File: src/rtl/switch_debouncer.sv
`default_nettype none
// ============================================================================
// Module   : switch_debouncer
// Purpose  : Synchronises WIDTH raw board switches into the clk domain and
//            debounces each bit with its own stability counter. Produces a
//            clean level bus for the CPU plus registered one-cycle
//            rise/fall/change strobes.
// Options  : SWITCH_DEBOUNCER_CHANGE_LATCH_EN - enables the sticky
//            change_pending flag (cleared by change_ack). Without it,
//            change_pending is tied to 0 and change_ack is ignored.
// Revision : 1.0 - initial release
// ============================================================================
module switch_debouncer #(
    parameter int WIDTH         = 8,
    parameter int SYNC_STAGES   = 2,
    parameter int STABLE_CYCLES = 50000,
    parameter int CNT_W         = 16
) (
    input  logic             clk,
    input  logic             clr,
    input  logic [WIDTH-1:0] sw_raw,
    output logic [WIDTH-1:0] sw_stable,
    output logic [WIDTH-1:0] sw_rise,
    output logic [WIDTH-1:0] sw_fall,
    output logic             sw_changed,
    input  logic             change_ack,
    output logic             change_pending
);

    // Terminal count: the mismatch run that reaches this value commits the
    // new level. STABLE_CYCLES may equal 2^CNT_W, so STABLE_CYCLES-1 fits.
    localparam logic [CNT_W-1:0] c_LAST = CNT_W'(STABLE_CYCLES - 1);

    // ------------------------------------------------------------------------
    // Elaboration-time configuration checks
    // ------------------------------------------------------------------------
    if (SYNC_STAGES < 2) begin : g_bad_sync_stages
        $error("switch_debouncer: SYNC_STAGES must be 2 or more");
    end

    if ((STABLE_CYCLES < 1) ||
        (longint'(STABLE_CYCLES) > (longint'(1) << CNT_W))) begin : g_bad_stable_cycles
        $error("switch_debouncer: STABLE_CYCLES must be in 1 .. 2**CNT_W");
    end

    if (WIDTH < 1) begin : g_bad_width
        $error("switch_debouncer: WIDTH must be at least 1");
    end

    // ------------------------------------------------------------------------
    // Signals
    // ------------------------------------------------------------------------
    // r_sync[0] samples the raw pins; r_sync[SYNC_STAGES-1] is the
    // synchronised value the debouncers look at.
    logic [SYNC_STAGES-1:0][WIDTH-1:0] r_sync;
    logic [WIDTH-1:0]                  w_sync;
    logic [WIDTH-1:0]                  w_accept;

    logic [WIDTH-1:0]                  r_stable;
    logic [WIDTH-1:0]                  r_rise;
    logic [WIDTH-1:0]                  r_fall;
    logic                              r_changed;

    // ------------------------------------------------------------------------
    // Synchroniser: plain shift chain, no logic between stages
    // ------------------------------------------------------------------------
    // Shift the raw switch levels through SYNC_STAGES flops
    always_ff @(posedge clk or negedge clr) begin
        if (!clr) begin
            r_sync <= '0;
        end else begin
            r_sync <= {r_sync[SYNC_STAGES-2:0], sw_raw};
        end
    end

    assign w_sync = r_sync[SYNC_STAGES-1];

    // ------------------------------------------------------------------------
    // Per-bit stability counters
    // ------------------------------------------------------------------------
    for (genvar i = 0; i < WIDTH; i++) begin : g_bit
        logic [CNT_W-1:0] r_cnt;
        logic             w_mismatch;
        logic             w_done;

        assign w_mismatch  = w_sync[i] ^ r_stable[i];
        assign w_done      = w_mismatch && (r_cnt == c_LAST);
        assign w_accept[i] = w_done;

        // Count consecutive mismatching edges; any match or a commit restarts
        always_ff @(posedge clk or negedge clr) begin
            if (!clr) begin
                r_cnt <= '0;
            end else if (!w_mismatch || w_done) begin
                r_cnt <= '0;
            end else begin
                r_cnt <= r_cnt + CNT_W'(1);
            end
        end
    end

    // ------------------------------------------------------------------------
    // Debounced level and event strobes
    // ------------------------------------------------------------------------
    // Flip accepted bits and register the matching edge strobes
    always_ff @(posedge clk or negedge clr) begin
        if (!clr) begin
            r_stable  <= '0;
            r_rise    <= '0;
            r_fall    <= '0;
            r_changed <= 1'b0;
        end else begin
            r_stable  <= r_stable ^ w_accept;
            r_rise    <= w_accept & ~r_stable;
            r_fall    <= w_accept &  r_stable;
            r_changed <= |w_accept;
        end
    end

    assign sw_stable  = r_stable;
    assign sw_rise    = r_rise;
    assign sw_fall    = r_fall;
    assign sw_changed = r_changed;

    // ------------------------------------------------------------------------
    // Optional sticky change flag
    // ------------------------------------------------------------------------
`ifdef SWITCH_DEBOUNCER_CHANGE_LATCH_EN
    logic r_pending;

    // A new change wins over an acknowledge on the same edge
    always_ff @(posedge clk or negedge clr) begin
        if (!clr) begin
            r_pending <= 1'b0;
        end else if (|w_accept) begin
            r_pending <= 1'b1;
        end else if (change_ack) begin
            r_pending <= 1'b0;
        end
    end

    assign change_pending = r_pending;
`else
    // Port kept so both builds share one top-level footprint
    logic w_unused_change_ack;
    assign w_unused_change_ack = change_ack;
    assign change_pending      = 1'b0;
`endif

endmodule
`default_nettype wire

File: config.mk
export PLATFORM = sky130hd
export DESIGN_NAME = switch_debouncer
export DESIGN_NICKNAME = d
export VERILOG_FILES = /design/src/rtl/switch_debouncer.sv
export SDC_FILE = /design/constraint.sdc
export NUM_CORES = 1
export LEC_CHECK = 0
export ABC_AREA = 1
export CELL_PAD_IN_SITES_DETAIL_PLACEMENT = 2
export CELL_PAD_IN_SITES_GLOBAL_PLACEMENT = 2
export CORE_MARGIN = 4
export CORE_UTILIZATION = 25
export CTS_CLUSTER_SIZE = 20
export DETAILED_ROUTE_END_ITERATION = 16
export PLACE_DENSITY = 0.61
export SLEW_MARGIN = 30
export SYNTH_ARGS = -nofsm -noshare
export SYNTH_HDL_FRONTEND = slang
export SYNTH_SLANG_ARGS = --single-unit
File: constraint.sdc
create_clock -name clk -period 1.8 [get_ports clk]
set_clock_uncertainty 0.15 [all_clocks]
set_input_delay 0.27 -clock clk [delete_from_list [all_inputs] [get_ports clk]]
set_output_delay 0.27 -clock clk [all_outputs]
set_load 0.02 [all_outputs]
==> run_results.csv, run 1 <==
group,metric,value,unit
setup_path,critPathLaunchType,"register",
cells_and_area,num-nets-final,1161,
floorplanning,num_rows,67,
yosys,seq_area_frac_synth,49.0,%
worst_hold_path,hold_end,"r_sync[2]",
routing,firstDrtPassIters,4,
yosys,synth_nets,1095,
cells_and_area,syn_to_final_growth,18.9,%
yosys,synth_edf_count,0,
setup_path,crit_required,1380,ps
cells_and_area,layout_common_cells,"249 x nor2_1, 185 x nand2_1, 169 x dfrtp_1",
yosys,synthesis.instances,1076,
clock_network,path_clk_slew,80,ps
yosys,syn_area_per_cell,8.02,sq um
routing,drt_iter0_markers,172,
routing,postRouteAntennaNets,0,
routing,drt-total-wl,23700,um
global_routing,grt_start_max_net_pins,43,
worst_hold_path,hp-class,"input pin to register",
yosys,ys_seq_elements,169,
routing,dr.max_layer_used,"met4",
floorplanning,ios,37,
routing,post_drt_via_cell_ratio,4.44,
timing,rsz0062_at_grt,"true",
routing,wl_met1,11300,um
setup_path,critPathSlowestCell,"dfrtp_1",
clock_network,cts_root_buf,"clkbuf_16",
setup_path,worst-path-buf-inv,1,
clock_network,clock_latency,440,ps
pwr,p_total,8.11,mW
global_routing,grt_pass1_wl,40800,um
cells_and_area,drive_above_1_share,12.4,%
setup_path,cpPeakStageDelay,450,ps
floorplanning,start_util,25.5,%
routing,route.met3.wl,437,um
yosys,synth_flop_cell,"dfrtp_1",
setup_path,rrSetupSlack,130,ps
yosys,ys_types,33,
placement,portBuffers,34,
timing,slew_violations,0,
placement,post-dp-hpwl,17500,um
timing,fmax,597,MHz
setup_path,crit_chain,"dlygate4sd2_1",
setup_path,r2r-end,"g_bit[1].r_cnt[10]",
yosys,async_flop_share,100,%
clock_network,numCtsBuffers,17,
cells_and_area,final_common_cell,"nor2_1",
setup_path,r2r_start,"g_bit[1].r_cnt[0]",
floorplanning,core_area,33800,sq um
setup_path,crit_fanout,5,
setup_path,r2r_cells,8,
clock_network,clockBufferDepth,2,
placement,gp_congestion,0.719,
worst_hold_path,hp-start,"sw_raw[2]",
setup_path,worst_path_dominant_cell_family,"flip-flops",
routing,post_drt_wl_per_cell,14.8,um
job,maxCapViolCount,0,
routing,drc,0,
floorplanning,dieHeight,194,um
routing,dr_wl_met2,11700,um
setup_path,worstSetupPathType,"register to output pin",
pwr,p_leak,4.56,nW
floorplanning,die_width,194,um
yosys,ys_warn_count,0,
worst_hold_path,hold_depth,1,
setup_path,end_kind,"output pin",
global_routing,grt-ovfl-total,0,
timing,fin_crit_sh,93.1,%
timing,finalCriticalPeriod,1680,ps
setup_path,cp.arrival,1260,ps
run_status,status,"completed",
yosys,syn_area,8630,sq um
cells_and_area,antennaDiodeCount,0,
clock_network,cts.htree.levels,4,
pwr,p_per_area,790,nW/um^2
global_routing,grtUsageTotal,13.1,%
routing,num_vias,7113,
global_routing,antenna_found_initial,0,
floorplanning,dieArea,37600,sq um
pwr,ir_drop,0.636,mV
clock_network,cts_tree,"done",
clock_network,cts.sinks,169,
timing,setup_viol,0,
timing,hold_slack,109,ps
timing,final_hold_viol_count,0,
global_routing,grt_pass1_vias,7878,
[flip-flops by register name, indices dropped and copies added (netlist names), named ones only]
register and flops:
sw_fall 8, sw_changed 1, w_sync 8, sw_rise 8, r_sync 8, g_bit.r_cnt 128
[layer usage]
| layer | track usage [%] | vias up |
|---|---|---|
| met5 | 0 | - |
| li1 | - | 3524 |
| met3 | 2.45 | 9 |
| met2 | 22.7 | 37 |
| met1 | 17.0 | 3543 |
| met4 | 3.15 | 0 |
[per-stage QoR]
| stage | TNS [ps] | util [%] | cells | setup WS (ps) | instance area [sq um] |
|---|---|---|---|---|---|
| after floorplan | 0 | - | 1076 | 280 | 8630 |
| after global placement | 0 | 28.4 | 1566 | 135 | 9590 |
| after detailed placement | 0 | 28.4 | 1566 | 42.0 | 9590 |
| after CTS | 0 | 30.1 | 1599 | 23.5 | 10200 |
| after global routing | -38.7 | 30.4 | 1603 | -15.7 | 10300 |
| final | 0 | 30.4 | 1603 | 124 | 10300 |
[how the worst max path moves through the flow]
stage	cells after the start	start	to
after floorplan	9	g_bit[6].r_cnt[0]	g_bit[6].r_cnt[10]
final	1	register	sw_stable[7]
after detailed placement	8	g_bit[4].r_cnt[0]	g_bit[4].r_cnt[9]
after global placement	8	g_bit[4].r_cnt[0]	g_bit[4].r_cnt[9]
after global routing	9	g_bit[4].r_cnt[0]	g_bit[4].r_cnt[13]
after CTS	8	g_bit[4].r_cnt[0]	g_bit[4].r_cnt[9]
[logic make-up after synthesis]
logic type               count (synthesis)  share of synthesized area, %
AND/OR/NAND/NOR                        681                          36.5
XOR/XNOR                                38                          3.86
flip-flops                             169                          49.0
AO/OA/AOI/OAI                           39                          2.49
other                                    1                        0.0435
buffers and inverters                  140                          6.97
adder cells (fa/ha/maj)                  8                          1.16
[synthesized netlist by cell type, types with 10 or more instances]
library cell	instances	share of area (%)
a21oi_1	23	1.3
nand4_1	20	1.4
nand2_1	186	8.1
nand2_2	16	1.2
nor3_1	80	4.6
nand3_1	60	3.5
nor2_1	252	11
nor2_2	17	1.2
xor2_1	37	3.8
nor3_2	12	1.4
inv_2	10	0.44
inv_1	121	5.3
dfrtp_1	169	49
[power breakdown]
part	total [mW]	switching [mW]	internal [mW]
clock network	3.90	1.79	2.11
logic	0.309	0.213	0.0961
registers	3.90	0.0484	3.86
[final cells by class]
type / count / area, sq um
clock buffer: 17 / 425
clock inverter: 15 / 180
fill: 3885 / 23500
inverter: 131 / 492
multi-input combinational: 769 / 3870
sequential: 169 / 4230
tap: 448 / 561
timing repair buffer: 54 / 503
[repair_timing]
item | 4_1_cts | 5_1_grt
setup endpoints to repair | 25 | 69
gates cloned | 0 | 2
pin swaps | 0 | 2
setup buffers | 0 | 2
hold buffers | 1 | 0
hold endpoints to repair | 154 | 0
resized for setup | 25 | 13
No activity file was read; power rests on OpenSTA's default activity.
==> run 2: changes to the inputs <==
PLACE_DENSITY = unset   (was 0.61)
PLACE_DENSITY_LB_ADDON = 0.25   (was unset)
==> run_results.csv, run 2 (same netlist as run 1, synthesis figures left out) <==
group,metric,value,unit
floorplanning,dieArea,37600,sq um
cells_and_area,syn_to_final_growth,19.4,%
setup_path,crit_fanout,15,
worst_hold_path,hold_depth,1,
pwr,ir_drop,0.618,mV
cells_and_area,drive_above_1_share,12.2,%
routing,postRouteAntennaNets,0,
placement,dp.cells,1563,
setup_path,r2r_cells,6,
clock_network,cts.htree.levels,4,
setup_path,critPathLaunchType,"register",
clock_network,cts.sinks,169,
timing,fmax,600,MHz
cells_and_area,largest_reg_flops,128,
run_status,status,"completed",
timing,rsz0062_at_grt,"false",
cells_and_area,final_common_cell,"nor2_1",
worst_hold_path,hold_end,"r_sync[5]",
cells_and_area,max_flop_register,"g_bit.r_cnt",
routing,post_drt_wl_per_cell,14.8,um
floorplanning,num_rows,67,
clock_network,cts_root_buf,"clkbuf_16",
setup_path,rrSetupSlack,130,ps
pwr,p_total,8.49,mW
placement,portBuffers,34,
placement,pre_cts_slack,-3.63,ps
cells_and_area,stdcell_count,1599,
routing,drc,0,
global_routing,antenna_found_initial,0,
setup_path,end_kind,"register",
routing,post_drt_via_cell_ratio,4.45,
clock_network,path_clk_slew,70,ps
pwr,p_leak,4.57,nW
timing,fin_crit_sh,92.5,%
routing,num_vias,7113,
job,maxCapViolCount,0,
setup_path,worstSetupPathType,"register to register",
setup_path,r2r-end,"g_bit[0].r_cnt[10]",
routing,drt-total-wl,23700,um
placement,post-dp-hpwl,17300,um
worst_hold_path,hp-class,"input pin to register",
timing,setup_ws,134,ps
timing,slew_violations,0,
cells_and_area,antennaDiodeCount,0,
placement,gp_congestion,0.740,
setup_path,r2r_start,"g_bit[0].r_cnt[0]",
pwr,p_per_area,824,nW/um^2
routing,drt_iter0_markers,248,
routing,firstDrtPassIters,4,
timing,final_hold_viol_count,0,
global_routing,grtUsageTotal,13.0,%
floorplanning,start_util,25.5,%
floorplanning,core_area,33800,sq um
setup_path,crit_required,1980,ps
clock_network,clock_latency,440,ps
global_routing,grt_pass1_vias,7993,
floorplanning,ios,37,
clock_network,clockBufferDepth,2,
floorplanning,dieHeight,194,um
clock_network,cts_tree,"done",
timing,finalCriticalPeriod,1670,ps
worst_hold_path,hp-start,"sw_raw[5]",
global_routing,grt-ovfl-total,0,
clock_network,numCtsBuffers,17,
cells_and_area,layout_common_cells,"251 x nor2_1, 184 x nand2_1, 169 x dfrtp_1",
setup_path,cp.arrival,1850,ps
floorplanning,die_width,194,um
global_routing,grt_pass1_wl,40800,um
global_routing,grt_start_max_net_pins,43,
timing,setup_viol,0,
cells_and_area,num-nets-final,1157,
[run 2: cell count changes in the layout (fill, tap and decap cells not counted), sizes merged]
| cell | delta |
|---|---|
| clkinv | +2 |
| clkbuf | +1 |
| inv | -3 |
| clkinvlp | -3 |
| bufinv | +3 |
| buf | -4 |
[run 2: what timing repair did]
item | CTS | global route
endpoints found under the setup margin | 26 | 50
hold buffers | 1 | 0
buffers inserted | 0 | 1
pin swaps | 0 | 1
hold endpoints to repair | 169 | 0
gates resized for setup | 26 | 12
gates cloned | 0 | 2
[run 2: metal layers]
layer / vias up / track usage, % / routed length [um]
met5: - / 0 / 0
met4: 0 / 3.30 / 235
met3: 11 / 2.52 / 451
met2: 36 / 22.0 / 11500
met1: 3553 / 17.2 / 11500
li1: 3513 / - / -
[run 2: how the worst max path moves through the flow]
| stage | from | to | slack, ps |
|---|---|---|---|
| after floorplan | g_bit[6].r_cnt[0] | g_bit[6].r_cnt[10] | 280 |
| after global placement | g_bit[4].r_cnt[0] | g_bit[4].r_cnt[9] | 110 |
| after detailed placement | g_bit[4].r_cnt[0] | g_bit[4].r_cnt[2] | -4 |
| after CTS | g_bit[3].r_cnt[0] | g_bit[3].r_cnt[5] | 50 |
| after global routing | g_bit[3].r_cnt[1] | g_bit[3].r_cnt[8] | 2 |
| final | g_bit[0].r_cnt[0] | g_bit[0].r_cnt[10] | 130 |
[run 2: worst max-delay path, stage by stage (launching register included)]
cell	delay [ps]
dfrtp_1	410
ha_1	230
nand3_1	170
nor2_1	220
nand2_2	140
nand2_8	150
nor3_1	70
[run 2: where the power goes]
part / leakage, nW / switching, mW / internal, mW
clock: 0.330 / 1.73 / 2.54
sequential: 2.30 / 0.0489 / 3.86
combinational: 1.94 / 0.216 / 0.0980
total: 4.57 / 1.99 / 6.50
[run 2: area by class of cell]
class,instances,area [sq um]
flip-flops and latches,169,4230
multi-input cells,769,3880
clock inverters,14,230
well taps,448,561
fillers,3854,23500
clock buffers,18,439
repair buffers,50,473
inverters,131,492
[run 2: per-stage QoR]
stage / hold slack (ps) / area (sq um) / util [%] / TNS [ps]
after global placement: 76.7 / 9570 / 28.3 / 0
after detailed placement: 78.7 / 9570 / 28.3 / -3.63
after floorplan: -176 / 8630 / - / 0
final: 118 / 10300 / 30.5 / 0
after global routing: 97.6 / 10300 / 30.5 / 0
after CTS: 91.8 / 10200 / 30.3 / 0
==> run 3: changes to the inputs <==
SLEW_MARGIN = 0   (was 30)
==> results of run 3 <==
The final DEF is identical to that of run 2; final timing and power are the same.
